--- src/rtl/vend_pkg.sv ---
// rtl/vend_pkg.sv - coin codes, coin values and controller state encoding
package vend_pkg;

  localparam int COIN_W  = 2;
  localparam int VALUE_W = 5;

  typedef enum logic [COIN_W-1:0] {
    NICKEL  = 2'b00,
    DIME    = 2'b01,
    QUARTER = 2'b10,
    INVALID = 2'b11
  } coin_e;

  typedef enum logic [1:0] {
    IDLE,
    ACCEPT,
    VEND,
    CHANGE
  } vend_state_e;

  function automatic logic [VALUE_W-1:0] coin_value(coin_e c);
    case (c)
      NICKEL:  return 5'd5;
      DIME:    return 5'd10;
      QUARTER: return 5'd25;
      default: return 5'd0;
    endcase
  endfunction

endpackage

--- src/rtl/vend_coin_ctrl_if.sv ---
// rtl/vend_coin_ctrl_if.sv - coin slots, dispenser and change handshakes of the vend controller
interface vend_coin_ctrl_if
  import vend_pkg::*;
#(
  parameter int CREDIT_W = 6
);

  logic              a_valid;
  logic [COIN_W-1:0] a_coin;
  logic              a_ready;
  logic              b_valid;
  logic [COIN_W-1:0] b_coin;
  logic              b_ready;
  logic              vend_req;
  logic              vend_ack;
  logic              chg_valid;
  logic [CREDIT_W-1:0] chg_amt;
  logic              chg_ready;
  logic [CREDIT_W-1:0] credit;
  logic              busy;
  logic              reject;

  modport slave (
    input  a_valid, a_coin, b_valid, b_coin, vend_ack, chg_ready,
    output a_ready, b_ready, vend_req, chg_valid, chg_amt, credit, busy, reject
  );

  modport master (
    output a_valid, a_coin, b_valid, b_coin, vend_ack, chg_ready,
    input  a_ready, b_ready, vend_req, chg_valid, chg_amt, credit, busy, reject
  );

endinterface

--- src/rtl/rr_arb2.sv ---
// rtl/rr_arb2.sv - two-requester round-robin arbiter, pointer resets to requester A
module rr_arb2 (
  input  logic       clk,
  input  logic       rst,
  input  logic       i_en,
  input  logic [1:0] i_req,
  output logic [1:0] o_gnt
);

  logic r_ptr;

  always_comb begin
    o_gnt = 2'b00;
    if (i_en) begin
      if (i_req == 2'b11) o_gnt = r_ptr ? 2'b10 : 2'b01;
      else                o_gnt = i_req;
    end
  end

  // Priority moves to whichever slot was not just served.
  always_ff @(posedge clk or posedge rst) begin
    if (rst)                  r_ptr <= 1'b0;
    else if (i_en && |o_gnt)  r_ptr <= o_gnt[0];
  end

endmodule

--- src/rtl/vend_coin_ctrl.sv ---
// rtl/vend_coin_ctrl.sv - coin arbitration, credit accumulation, vend and change sequencing
module vend_coin_ctrl
  import vend_pkg::*;
#(
  parameter int PRICE    = 15,
  parameter int CREDIT_W = 6,
  parameter int TIMEOUT  = 255
) (
  input  logic clk,
  input  logic rst,
  vend_coin_ctrl_if.slave bus
);

  if (PRICE <= 0 || (PRICE % 5) != 0) begin : g_bad_price
    $error("PRICE must be a positive multiple of 5");
  end
  if ((2 ** CREDIT_W) <= (PRICE + 20)) begin : g_bad_width
    $error("CREDIT_W too narrow for PRICE+20");
  end
  if (TIMEOUT < 1) begin : g_bad_timeout
    $error("TIMEOUT must be at least 1");
  end

  localparam int TW = (TIMEOUT < 2) ? 1 : $clog2(TIMEOUT + 1);
  localparam logic [CREDIT_W-1:0] PRICE_C = CREDIT_W'(PRICE);
  localparam logic [TW-1:0]       T_LAST  = TW'(TIMEOUT - 1);

  vend_state_e         r_state, w_state_nxt;
  logic [CREDIT_W-1:0] r_credit, w_credit_nxt;
  logic [TW-1:0]       r_timer, w_timer_nxt;
  logic                r_vend_req, w_vend_req_nxt;
  logic                r_chg_valid, w_chg_valid_nxt;
  logic [CREDIT_W-1:0] r_chg_amt, w_chg_amt_nxt;
  logic                r_reject, w_reject_nxt;
  logic                r_busy;

  logic                w_accepting;
  logic [1:0]          w_gnt;
  logic                w_xfer;
  coin_e               w_coin;
  logic                w_coin_ok;
  logic [CREDIT_W-1:0] w_sum;

  // Ready is forced low during reset because the state already reads IDLE then.
  assign w_accepting = !rst && (r_state == IDLE || r_state == ACCEPT) && (r_credit < PRICE_C);

  rr_arb2 u_arb (
    .clk   (clk),
    .rst   (rst),
    .i_en  (w_accepting),
    .i_req ({bus.b_valid, bus.a_valid}),
    .o_gnt (w_gnt)
  );

  assign w_xfer    = |w_gnt;
  assign w_coin    = w_gnt[0] ? coin_e'(bus.a_coin) : coin_e'(bus.b_coin);
  assign w_coin_ok = w_xfer && (w_coin != INVALID);
  assign w_sum     = r_credit + CREDIT_W'(coin_value(w_coin));

  always_comb begin
    w_state_nxt     = r_state;
    w_credit_nxt    = r_credit;
    w_timer_nxt     = r_timer;
    w_vend_req_nxt  = r_vend_req;
    w_chg_valid_nxt = r_chg_valid;
    w_chg_amt_nxt   = r_chg_amt;
    w_reject_nxt    = w_xfer && !w_coin_ok;
    case (r_state)
      IDLE, ACCEPT: begin
        if (w_xfer) begin
          w_timer_nxt = '0;
          if (w_coin_ok) begin
            w_credit_nxt = w_sum;
            if (w_sum >= PRICE_C) begin
              w_state_nxt    = VEND;
              w_vend_req_nxt = 1'b1;
            end else begin
              w_state_nxt = ACCEPT;
            end
          end
        end else if (r_state == ACCEPT) begin
          if (r_timer == T_LAST) begin
            // Refund pays out the whole credit, so the credit register empties.
            w_state_nxt     = CHANGE;
            w_chg_valid_nxt = 1'b1;
            w_chg_amt_nxt   = r_credit;
            w_credit_nxt    = '0;
            w_timer_nxt     = '0;
          end else begin
            w_timer_nxt = r_timer + 1'b1;
          end
        end
      end
      VEND: begin
        if (bus.vend_ack) begin
          w_vend_req_nxt = 1'b0;
          w_credit_nxt   = '0;
          if (r_credit == PRICE_C) begin
            w_state_nxt = IDLE;
          end else begin
            w_state_nxt     = CHANGE;
            w_chg_valid_nxt = 1'b1;
            w_chg_amt_nxt   = r_credit - PRICE_C;
          end
        end
      end
      CHANGE: begin
        if (r_chg_valid && bus.chg_ready) begin
          w_state_nxt     = IDLE;
          w_chg_valid_nxt = 1'b0;
          w_chg_amt_nxt   = '0;
        end
      end
      default: w_state_nxt = IDLE;
    endcase
  end

  always_ff @(posedge clk or posedge rst) begin
    if (rst) begin
      r_state     <= IDLE;
      r_credit    <= '0;
      r_timer     <= '0;
      r_vend_req  <= 1'b0;
      r_chg_valid <= 1'b0;
      r_chg_amt   <= '0;
      r_reject    <= 1'b0;
      r_busy      <= 1'b0;
    end else begin
      r_state     <= w_state_nxt;
      r_credit    <= w_credit_nxt;
      r_timer     <= w_timer_nxt;
      r_vend_req  <= w_vend_req_nxt;
      r_chg_valid <= w_chg_valid_nxt;
      r_chg_amt   <= w_chg_amt_nxt;
      r_reject    <= w_reject_nxt;
      r_busy      <= (w_state_nxt == VEND) || (w_state_nxt == CHANGE);
    end
  end

  assign bus.a_ready   = w_gnt[0];
  assign bus.b_ready   = w_gnt[1];
  assign bus.vend_req  = r_vend_req;
  assign bus.chg_valid = r_chg_valid;
  assign bus.chg_amt   = r_chg_amt;
  assign bus.credit    = r_credit;
  assign bus.busy      = r_busy;
  assign bus.reject    = r_reject;

endmodule

--- src/flat_wrapper.sv ---
// flat-port wrapper written by rule: the top's interface ports become plain ports
module vend_coin_ctrl_flat import vend_pkg::*;
#(
  parameter int PRICE    = 15,
  parameter int CREDIT_W = 6,
  parameter int TIMEOUT  = 255
)
  (clk, rst, bus_a_valid, bus_a_coin, bus_b_valid, bus_b_coin, bus_vend_ack, bus_chg_ready, bus_a_ready, bus_b_ready, bus_vend_req, bus_chg_valid, bus_chg_amt, bus_credit, bus_busy, bus_reject);
  vend_coin_ctrl_if #(.CREDIT_W(CREDIT_W)) bus_i ();
  input  logic clk;
  input  logic rst;
  input wire logic [$bits(bus_i.a_valid)-1:0] bus_a_valid;
  input wire logic [$bits(bus_i.a_coin)-1:0] bus_a_coin;
  input wire logic [$bits(bus_i.b_valid)-1:0] bus_b_valid;
  input wire logic [$bits(bus_i.b_coin)-1:0] bus_b_coin;
  input wire logic [$bits(bus_i.vend_ack)-1:0] bus_vend_ack;
  input wire logic [$bits(bus_i.chg_ready)-1:0] bus_chg_ready;
  output wire logic [$bits(bus_i.a_ready)-1:0] bus_a_ready;
  output wire logic [$bits(bus_i.b_ready)-1:0] bus_b_ready;
  output wire logic [$bits(bus_i.vend_req)-1:0] bus_vend_req;
  output wire logic [$bits(bus_i.chg_valid)-1:0] bus_chg_valid;
  output wire logic [$bits(bus_i.chg_amt)-1:0] bus_chg_amt;
  output wire logic [$bits(bus_i.credit)-1:0] bus_credit;
  output wire logic [$bits(bus_i.busy)-1:0] bus_busy;
  output wire logic [$bits(bus_i.reject)-1:0] bus_reject;
  assign bus_i.a_valid = bus_a_valid;
  assign bus_i.a_coin = bus_a_coin;
  assign bus_i.b_valid = bus_b_valid;
  assign bus_i.b_coin = bus_b_coin;
  assign bus_i.vend_ack = bus_vend_ack;
  assign bus_i.chg_ready = bus_chg_ready;
  assign bus_a_ready = bus_i.a_ready;
  assign bus_b_ready = bus_i.b_ready;
  assign bus_vend_req = bus_i.vend_req;
  assign bus_chg_valid = bus_i.chg_valid;
  assign bus_chg_amt = bus_i.chg_amt;
  assign bus_credit = bus_i.credit;
  assign bus_busy = bus_i.busy;
  assign bus_reject = bus_i.reject;
  vend_coin_ctrl #(.PRICE(PRICE), .CREDIT_W(CREDIT_W), .TIMEOUT(TIMEOUT)) u_core (.clk(clk), .rst(rst), .bus(bus_i));
endmodule
--- config.mk ---
export PLATFORM = sky130hd
export DESIGN_NAME = vend_coin_ctrl_flat
export DESIGN_NICKNAME = d
export VERILOG_FILES = /design/src/rtl/vend_pkg.sv /design/src/rtl/vend_coin_ctrl_if.sv /design/src/rtl/rr_arb2.sv /design/src/rtl/vend_coin_ctrl.sv /design/src/flat_wrapper.sv
export SDC_FILE = /design/constraint.sdc
export NUM_CORES = 1
export LEC_CHECK = 0
export ABC_CLOCK_PERIOD_IN_PS = 8490
export BUFFER_PORTS_ARGS = -buffer_cell sky130_fd_sc_hd__buf_4
export CAP_MARGIN = 25
export CORE_MARGIN = 2
export CORE_UTILIZATION = 55
export CTS_CLUSTER_SIZE = 20
export DETAILED_ROUTE_END_ITERATION = 8
export MAX_ROUTING_LAYER = met4
export PLACE_DENSITY = 0.78
export SYNTH_ARGS = -nofsm -noshare
export SYNTH_HDL_FRONTEND = slang
export SYNTH_SLANG_ARGS = --single-unit
--- constraint.sdc ---
create_clock -name clk -period 8.49 [get_ports clk]
set_clock_uncertainty 0.2 [all_clocks]
set_input_delay 0.4245 -clock clk [delete_from_list [all_inputs] [get_ports clk]]
set_output_delay 0.4245 -clock clk [all_outputs]
set_load 0.02 [all_outputs]
### Yosys cells after proc, flatten, opt, wreduce, memory -nomap -nowiden

Cells that the tools add are included.

* memory bits (read-only): 0
* RAM bits: 0
* memories: 0
* output and inout bits: 18
* bits of input ports: 10
* word-level logic and storage cells: 99
* latch bits: 0
* register bits: 27

* multiply operators: 0
* equality and inequality tests: 23
* add/sub/neg operators: 3
* shift operators: 0
* $lt $le $gt $ge: 2
* multiplexer cells: 42
* div/mod/pow operators: 0
* bitwise gates (word level): 0
* reduce and logical (&&, ||, !) cells: 20

Operators by type and width (count)
* 6-bit 2-to-1 mux: 11
* 2-bit 2-to-1 mux: 12
* 8-bit 2-to-1 mux: 3
* 6-bit one-hot mux with 3 select lines: 1
* 5-bit one-hot mux with 3 select lines: 1
* 2-bit equality test, second input constant: 6
* 2-bit by 1-bit != test with 1-bit output, second input constant: 6
* 6-bit one-hot mux with 2 select lines: 1
* 1-bit 2-to-1 mux: 10
* 5-bit AND reduction: 2
* 8-bit by 1-bit adder with 8-bit output, second input constant: 1
* 8-bit equality test, second input constant: 1
* 2-bit != test, second input constant: 4
* 6-bit by 5-bit adder with 6-bit output: 1
* 6-bit by 4-bit equality test with 1-bit output, second input constant: 1
* 6-bit by 4-bit >= comparator with 1-bit output, second input constant: 1
* 1-bit logical AND: 6
* 6-bit by 4-bit less-than comparator with 1-bit output, second input constant: 1
* 3-bit by 1-bit != test with 1-bit output, second input constant: 2
* 2-bit one-hot mux with 3 select lines: 1
* 6-bit AND reduction: 1
* 6-bit by 4-bit subtractor with 6-bit output, second input constant: 1
* 2-bit by 1-bit equality test with 1-bit output, second input constant: 2
* 2-bit logical NOT: 2
* 8 further kinds: 12

### Depth between registers and ports, before layout

* depth after elaboration: 16
* depth in mapped cells: 15
* mapped depth without buffers: 14

### Cells and area by module

A second synthesis with hierarchy kept.

* cell total of the unflattened synthesis: 173
* area total of the unflattened synthesis: 1755.4 sq um

By module, submodules not included
* vend_coin_ctrl: cells each 164, sequential area each 625.6 sq um, times used 1, area an instance 1690.4 sq um
* rr_arb2: cells each 9, sequential area each 25.0 sq um, times used 1, area an instance 65.1 sq um

### Worst setup path after synthesis

No wires, ideal clock.

* path type: register to register
* start point: register u_core.r_credit[1] (netlist: u_core.bus.credit[1])
* end point: register u_core.r_busy (netlist: u_core.bus.busy)
* buffers on the path: 1
* data required time: 8.161 ns
* period minus slack after synthesis: 3.445 ns
* arrival: 3.116 ns
* cell stages (with the launch flop): 15
* path slack: 5.045 ns
* library setup time: 0.129 ns
* path through: dfrtp_1 ha_1 nand3_1 a31o_1 and2_1 buf_2 inv_1 nor2_1 ha_1 a21oi_1 inv_1 a31o_2 a31oi_4 xnor2_1 o41a_1

* longest elaborated chain between the ends: 14
* elaborated cells on any way between the ends: 23
* those cells by class: add/sub (1); order compare (2); eq/ne (6); mux (9); reduce/logical (5)

RTL lines
* from (decl): RTL line vend_coin_ctrl.sv:29 `logic [CREDIT_W-1:0] r_credit, w_credit_nxt;`
* from (signal assigned): RTL line vend_coin_ctrl.sv:130 `r_credit <= w_credit_nxt;`
* 6-bit by 4-bit less-than comparator with 1-bit output: RTL line vend_coin_ctrl.sv:45 `assign w_accepting = !rst && (r_state == IDLE || r_state == ACCEPT) && (r_credit < PRICE_C);`
* 1-bit logical AND: RTL line vend_coin_ctrl.sv:45
* 2-bit 2-to-1 mux: RTL line rr_arb2.sv:14 `if (i_en) begin`
* 2-bit 2-to-1 mux: RTL line vend_coin_ctrl.sv:56 `assign w_coin = w_gnt[0] ? coin_e'(bus.a_coin) : coin_e'(bus.b_coin);`
* 2-bit equality test, or another cell as far along: RTL line vend_pkg.sv:22 `case (c)`
* 5-bit one-hot mux with 3 select lines: RTL line vend_pkg.sv:22
* 6-bit by 5-bit adder with 6-bit output: RTL line vend_coin_ctrl.sv:58 `assign w_sum = r_credit + CREDIT_W'(coin_value(w_coin));`
* 6-bit by 4-bit >= comparator with 1-bit output: RTL line vend_coin_ctrl.sv:74 `if (w_sum >= PRICE_C) begin`
* 2-bit 2-to-1 mux: RTL line vend_coin_ctrl.sv:74
* 2-bit 2-to-1 mux: RTL line vend_coin_ctrl.sv:72 `if (w_coin_ok) begin`
* 2-bit 2-to-1 mux: RTL line vend_coin_ctrl.sv:70 `if (w_xfer) begin`
* 2-bit one-hot mux with 3 select lines *: RTL line vend_coin_ctrl.sv:68 `case (r_state)`
* 2-bit equality test: RTL line vend_coin_ctrl.sv:136 `r_busy <= (w_state_nxt == VEND) || (w_state_nxt == CHANGE);`
* 1-bit logical OR *: RTL line vend_coin_ctrl.sv:136
* to (signal assigned): RTL line vend_coin_ctrl.sv:136
* to (decl): RTL line vend_coin_ctrl.sv:35 `logic r_busy;`

Every way passes the cells marked *; elsewhere a longest branch is shown, timed or not.
A chain may end at the register's enable or synchronous reset.

### Worst setup path in the final report

* start point: register u_core.r_state[1]
* end point: register u_core.r_state[0]

* longest elaborated chain between the ends: 14
* elaborated cells on any way between the ends: 24
* those cells by class: add/sub (1); order compare (1); eq/ne (6); mux (8); reduce/logical (8)

RTL lines
* from (decl): RTL line vend_coin_ctrl.sv:28 `vend_state_e r_state, w_state_nxt;`
* from (signal assigned): RTL line vend_coin_ctrl.sv:129 `r_state <= w_state_nxt;`
* 2-bit by 1-bit equality test with 1-bit output or 2-bit logical NOT (tied branches): RTL line vend_coin_ctrl.sv:45, vend_coin_ctrl.sv:68, vend_coin_ctrl.sv:81
* 1-bit logical OR: RTL line vend_coin_ctrl.sv:45
* 1-bit logical AND (2 in a row): RTL line vend_coin_ctrl.sv:45
* 2-bit 2-to-1 mux: RTL line rr_arb2.sv:14
* 2-bit 2-to-1 mux: RTL line vend_coin_ctrl.sv:56
* 2-bit equality test, or another cell as far along: RTL line vend_pkg.sv:22
* 5-bit one-hot mux with 3 select lines: RTL line vend_pkg.sv:22
* 6-bit by 5-bit adder with 6-bit output: RTL line vend_coin_ctrl.sv:58
* 6-bit by 4-bit >= comparator with 1-bit output: RTL line vend_coin_ctrl.sv:74
* 2-bit 2-to-1 mux: RTL line vend_coin_ctrl.sv:74
* 2-bit 2-to-1 mux: RTL line vend_coin_ctrl.sv:72
* 2-bit 2-to-1 mux: RTL line vend_coin_ctrl.sv:70
* 2-bit one-hot mux with 3 select lines *: RTL line vend_coin_ctrl.sv:68
* named net u_core.w_state_nxt[0]: RTL line vend_coin_ctrl.sv:28

The timed path passes the listed nets; every way through them passes the cells marked *.

==> impl_results.md <==
* Outcome: completed
* Average vias per placed instance at 5.76
* Total setup violations reported at the end of the flow at 0
* Post-Synthesis Net Count at 211
* Data arrival at the endpoint of the critical path at 3.95 ns
* Placed wire-length estimate at 2930 um
* Register area share after synthesis at 38.1%
* Number of maximum-capacitance constraint violations at 0
* Leak Pwr at 0.955 nW
* Maximum cell stage delay along the critical path at 0.64 ns
* Effective utilization at floorplan at 58.1%
* Slew Limit Headroom at 53.6%
* Largest fanout on the critical path at 17
* Most common flop cell mapped by yosys: sky130_fd_sc_hd__dfrtp_1
* Share of the synthesized area in the top cell type at 38.1%
* Largest delay contributor family on the critical path: compound AO/OA/AOI/OAI gates
* Chip Width at 60.8 um
* YS warnings at 0
* Syn avg cell area at 9.28 um2
* Remaining antenna violation count at 0
* I/O pins at 28
* Nature of the critical path endpoint: flop
* Root Buffer: sky130_fd_sc_hd__clkbuf_4
* Worst supply voltage drop on vdd at 0.0704 mV
* Number of failing hold endpoints at the final stage at 0
* Iteration count of the initial detailed-routing pass at 4
* Total overflow reported by the global router at 0
* Post-synthesis cell type count at 49
* Post-synthesis register bit count at 27
* Count of instances resized after the clock tree is built at 0
* Cells along the critical path: nor4_4, a31o_1, and2_1, inv_1, nor2_1, ha_1, a21oi_1, inv_1, a31o_2, a31oi_4, xnor2_1, o41ai_1
* Clock-pin slew reported for the worst setup and hold paths after clock tree synthesis at 0.15 ns
* Worst path most repeated cell: sky130_fd_sc_hd__inv_1
* Routability congestion estimate from global placement at 0.951
* Number of fill cells in the layout at 257
* Async S/R FF share, synth at 100%
* Deepest level of the CTS H-tree at 1
* Top area cells in the synthesized netlist: sky130_fd_sc_hd__dfrtp_1 38%, sky130_fd_sc_hd__ha_1 6.4%, sky130_fd_sc_hd__mux2_2 5.1%
* Post-synthesis to final-layout area growth at 16.1%
* Count of flip-flops with a built-in enable after synthesis at 0
* Maximum frequency from static timing analysis at 255 MHz
* Clk buf depth at 2
* Data required time at the worst endpoint at 8.51 ns
* Die height at 60.8 um
* Row count at 20
* Vias in the first global route at 1342
* Classification of the worst-slack hold path: in2reg
* CP bufs+invs at 2
* Most instantiated library cell after synthesis: sky130_fd_sc_hd__dfrtp_1
* Number of sinks driven by the clock tree at 27
* Register cell area after layout at 676 um2
* Synthesized netlist cell count at 191
* Buffers added on ports at 27
* Antenna violations before repair at 0
* Total detailed-routing wirelength at 3850 um
* Total Die Area at 3690 um2
* Inserted Clock Buffers at 3
* Count of routing violations after the opening detailed-route iteration at 91
* Tightest Pin Transition at 0.691 ns
* Cell with the largest stage delay on the worst path: sky130_fd_sc_hd__dfrtp_1
* Post-layout nets at 239
* Floorplan Core Area at 3050 um2
* Number of inserted diodes at 0
* Pin count of the biggest net entering global routing at 28
* Yosys top cell by area: sky130_fd_sc_hd__dfrtp_1
* Tot GR Track Use at 23.2%
* Post-Synthesis Cell Area at 1770 um2
* TNS Setup at 0 ns
* Share of layout cells above drive strength 1 at 23.4%
* TritonCTS clock tree: yes
* Leading post-synthesis cells by instance count: 27 x sky130_fd_sc_hd__dfrtp_1, 19 x sky130_fd_sc_hd__inv_1, 13 x sky130_fd_sc_hd__nand2_1
* Overall Power at 0.000214 W
* Count of pins over their slew limit at 0
* Global-route wire length before repair at 6180 um
* Setup repair after global routing missed its margin: false
* Final period util at 46.3%
* Area taken by multi-input logic gates at 997 um2
* Detail-routed net length per standard cell at 14.7 um
* Via count of the routed design at 1510
* Total power per unit cell area at 104 nW/um2
* CP Launch Type: flop
* Count of unresolved DRC violations after routing at 0
* Clock Latency Late Sink at 0.34 ns
* Critical Setup Path Class: reg2reg
* Post-layout min period at 3.93 ns
-- final timing paths --
kind / start / to / slack (ns) / depth (start not counted)
min reg2reg: u_core.r_timer[7] / u_core.r_timer[7] / 0.29 / 1
min: bus_a_valid / u_core.u_arb.r_ptr / 0.15 / 3
max in group asynchronous: rst / u_core.bus.chg_amt[2] / 7.14 / 4
max reg2reg: u_core.r_state[1] / u_core.r_state[0] / 4.56 / 12
min in group asynchronous: rst / u_core.r_timer[4] / 0.47 / 3
max: u_core.r_state[1] / u_core.r_state[0] / 4.56 / 12
-- cells by family (layout without fill, tap and decap cells) --
| group | Yosys count | count (layout) | share of synthesized area, % |
|---|---|---|---|
| AO/OA/AOI/OAI | 59 | 59 | 24.0 |
| XOR/XNOR | 6 | 6 | 2.96 |
| adder cells (fa/ha/maj) | 10 | 10 | 7.48 |
| buffers and inverters | 26 | 53 | 5.65 |
| flip-flops | 27 | 27 | 38.1 |
| multiplexers | 10 | 10 | 6.21 |
| AND/OR/NAND/NOR | 53 | 53 | 15.6 |
-- repair_timing --
action                                 4_1_cts  5_1_grt
setup endpoints to repair                    0        0
hold buffers                                 0        1
setup buffers                                0        0
endpoints found under the hold margin        0       12
-- per-layer routing --
layer  vias up  part of all wire [%]  GRT usage (%)
met5         -                     0              -
met4         0                   1.6           8.07
met3         5                   4.2           2.77
met2        40                    46           34.4
met1       722                    48           32.9
li1        743                     -              -
-- registers in the layout (all words and copies together), names as in the netlist --
name / count
u_core.bus.chg_amt: 6
u_core.bus.reject: 1
u_core.r_timer: 8
u_core.u_arb.r_ptr: 1
u_core.bus.busy: 1
u_core.bus.vend_req: 1
u_core.bus.chg_valid: 1
u_core.bus.credit: 6
u_core.r_state: 2
-- where the power goes --
part / internal [W] / switching, W
logic: 0.0000117 / 0.0000155
registers: 0.000129 / 0.000000000427
clock network: 0.0000178 / 0.0000406
-- per-stage QoR --
stage | cells | area, um2 | util [%] | setup slack, ns | hold slack, ns
after floorplan | 191 | 1770 | - | 5.04 | 0.248
after global placement | 256 | 2010 | 65.7 | 4.75 | 0.271
after detailed placement | 256 | 2010 | 65.7 | 4.67 | 0.274
after CTS | 260 | 2030 | 66.6 | 4.63 | 0.160
after global routing | 262 | 2060 | 67.4 | 4.37 | 0.161
final | 262 | 2060 | 67.4 | 4.56 | 0.152
-- layout by cell type, fill, tap and decap left out, types with 5 or more instances in the layout --
cell type | synthesis | final
sky130_fd_sc_hd__buf_4 | 0 | 27
sky130_fd_sc_hd__nor2_1 | 12 | 12
sky130_fd_sc_hd__o21ai_1 | 7 | 7
sky130_fd_sc_hd__dfrtp_1 | 27 | 27
sky130_fd_sc_hd__inv_1 | 19 | 19
sky130_fd_sc_hd__nand3_1 | 9 | 9
sky130_fd_sc_hd__mux2_2 | 8 | 8
sky130_fd_sc_hd__nand2_1 | 13 | 13
sky130_fd_sc_hd__o21ai_0 | 9 | 9
sky130_fd_sc_hd__o22ai_1 | 5 | 5
sky130_fd_sc_hd__ha_1 | 9 | 9
sky130_fd_sc_hd__o31ai_1 | 5 | 5
sky130_fd_sc_hd__a21oi_1 | 5 | 5
-- worst reg2reg max path, cell delays in order, from the launching register on --
cell,delay (ns)
sky130_fd_sc_hd__dfrtp_1,0.64
sky130_fd_sc_hd__nor4_4,0.51
sky130_fd_sc_hd__a31o_1,0.25
sky130_fd_sc_hd__and2_1,0.30
sky130_fd_sc_hd__inv_1,0.13
sky130_fd_sc_hd__nor2_1,0.14
sky130_fd_sc_hd__ha_1,0.29
sky130_fd_sc_hd__a21oi_1,0.25
sky130_fd_sc_hd__inv_1,0.06
sky130_fd_sc_hd__a31o_2,0.25
sky130_fd_sc_hd__a31oi_4,0.21
sky130_fd_sc_hd__xnor2_1,0.14
sky130_fd_sc_hd__o41ai_1,0.46
-- final cells by class --
cell class / count / share of cell area (%)
clock buffer: 3 / 1.09
clock inverter: 1 / 0.243
inverter: 20 / 3.65
multi-input combinational: 138 / 48.4
sequential: 27 / 32.8
tap: 44 / 2.67
timing repair buffer: 29 / 11.1
Note: power is estimated with default switching activity, not from simulation.
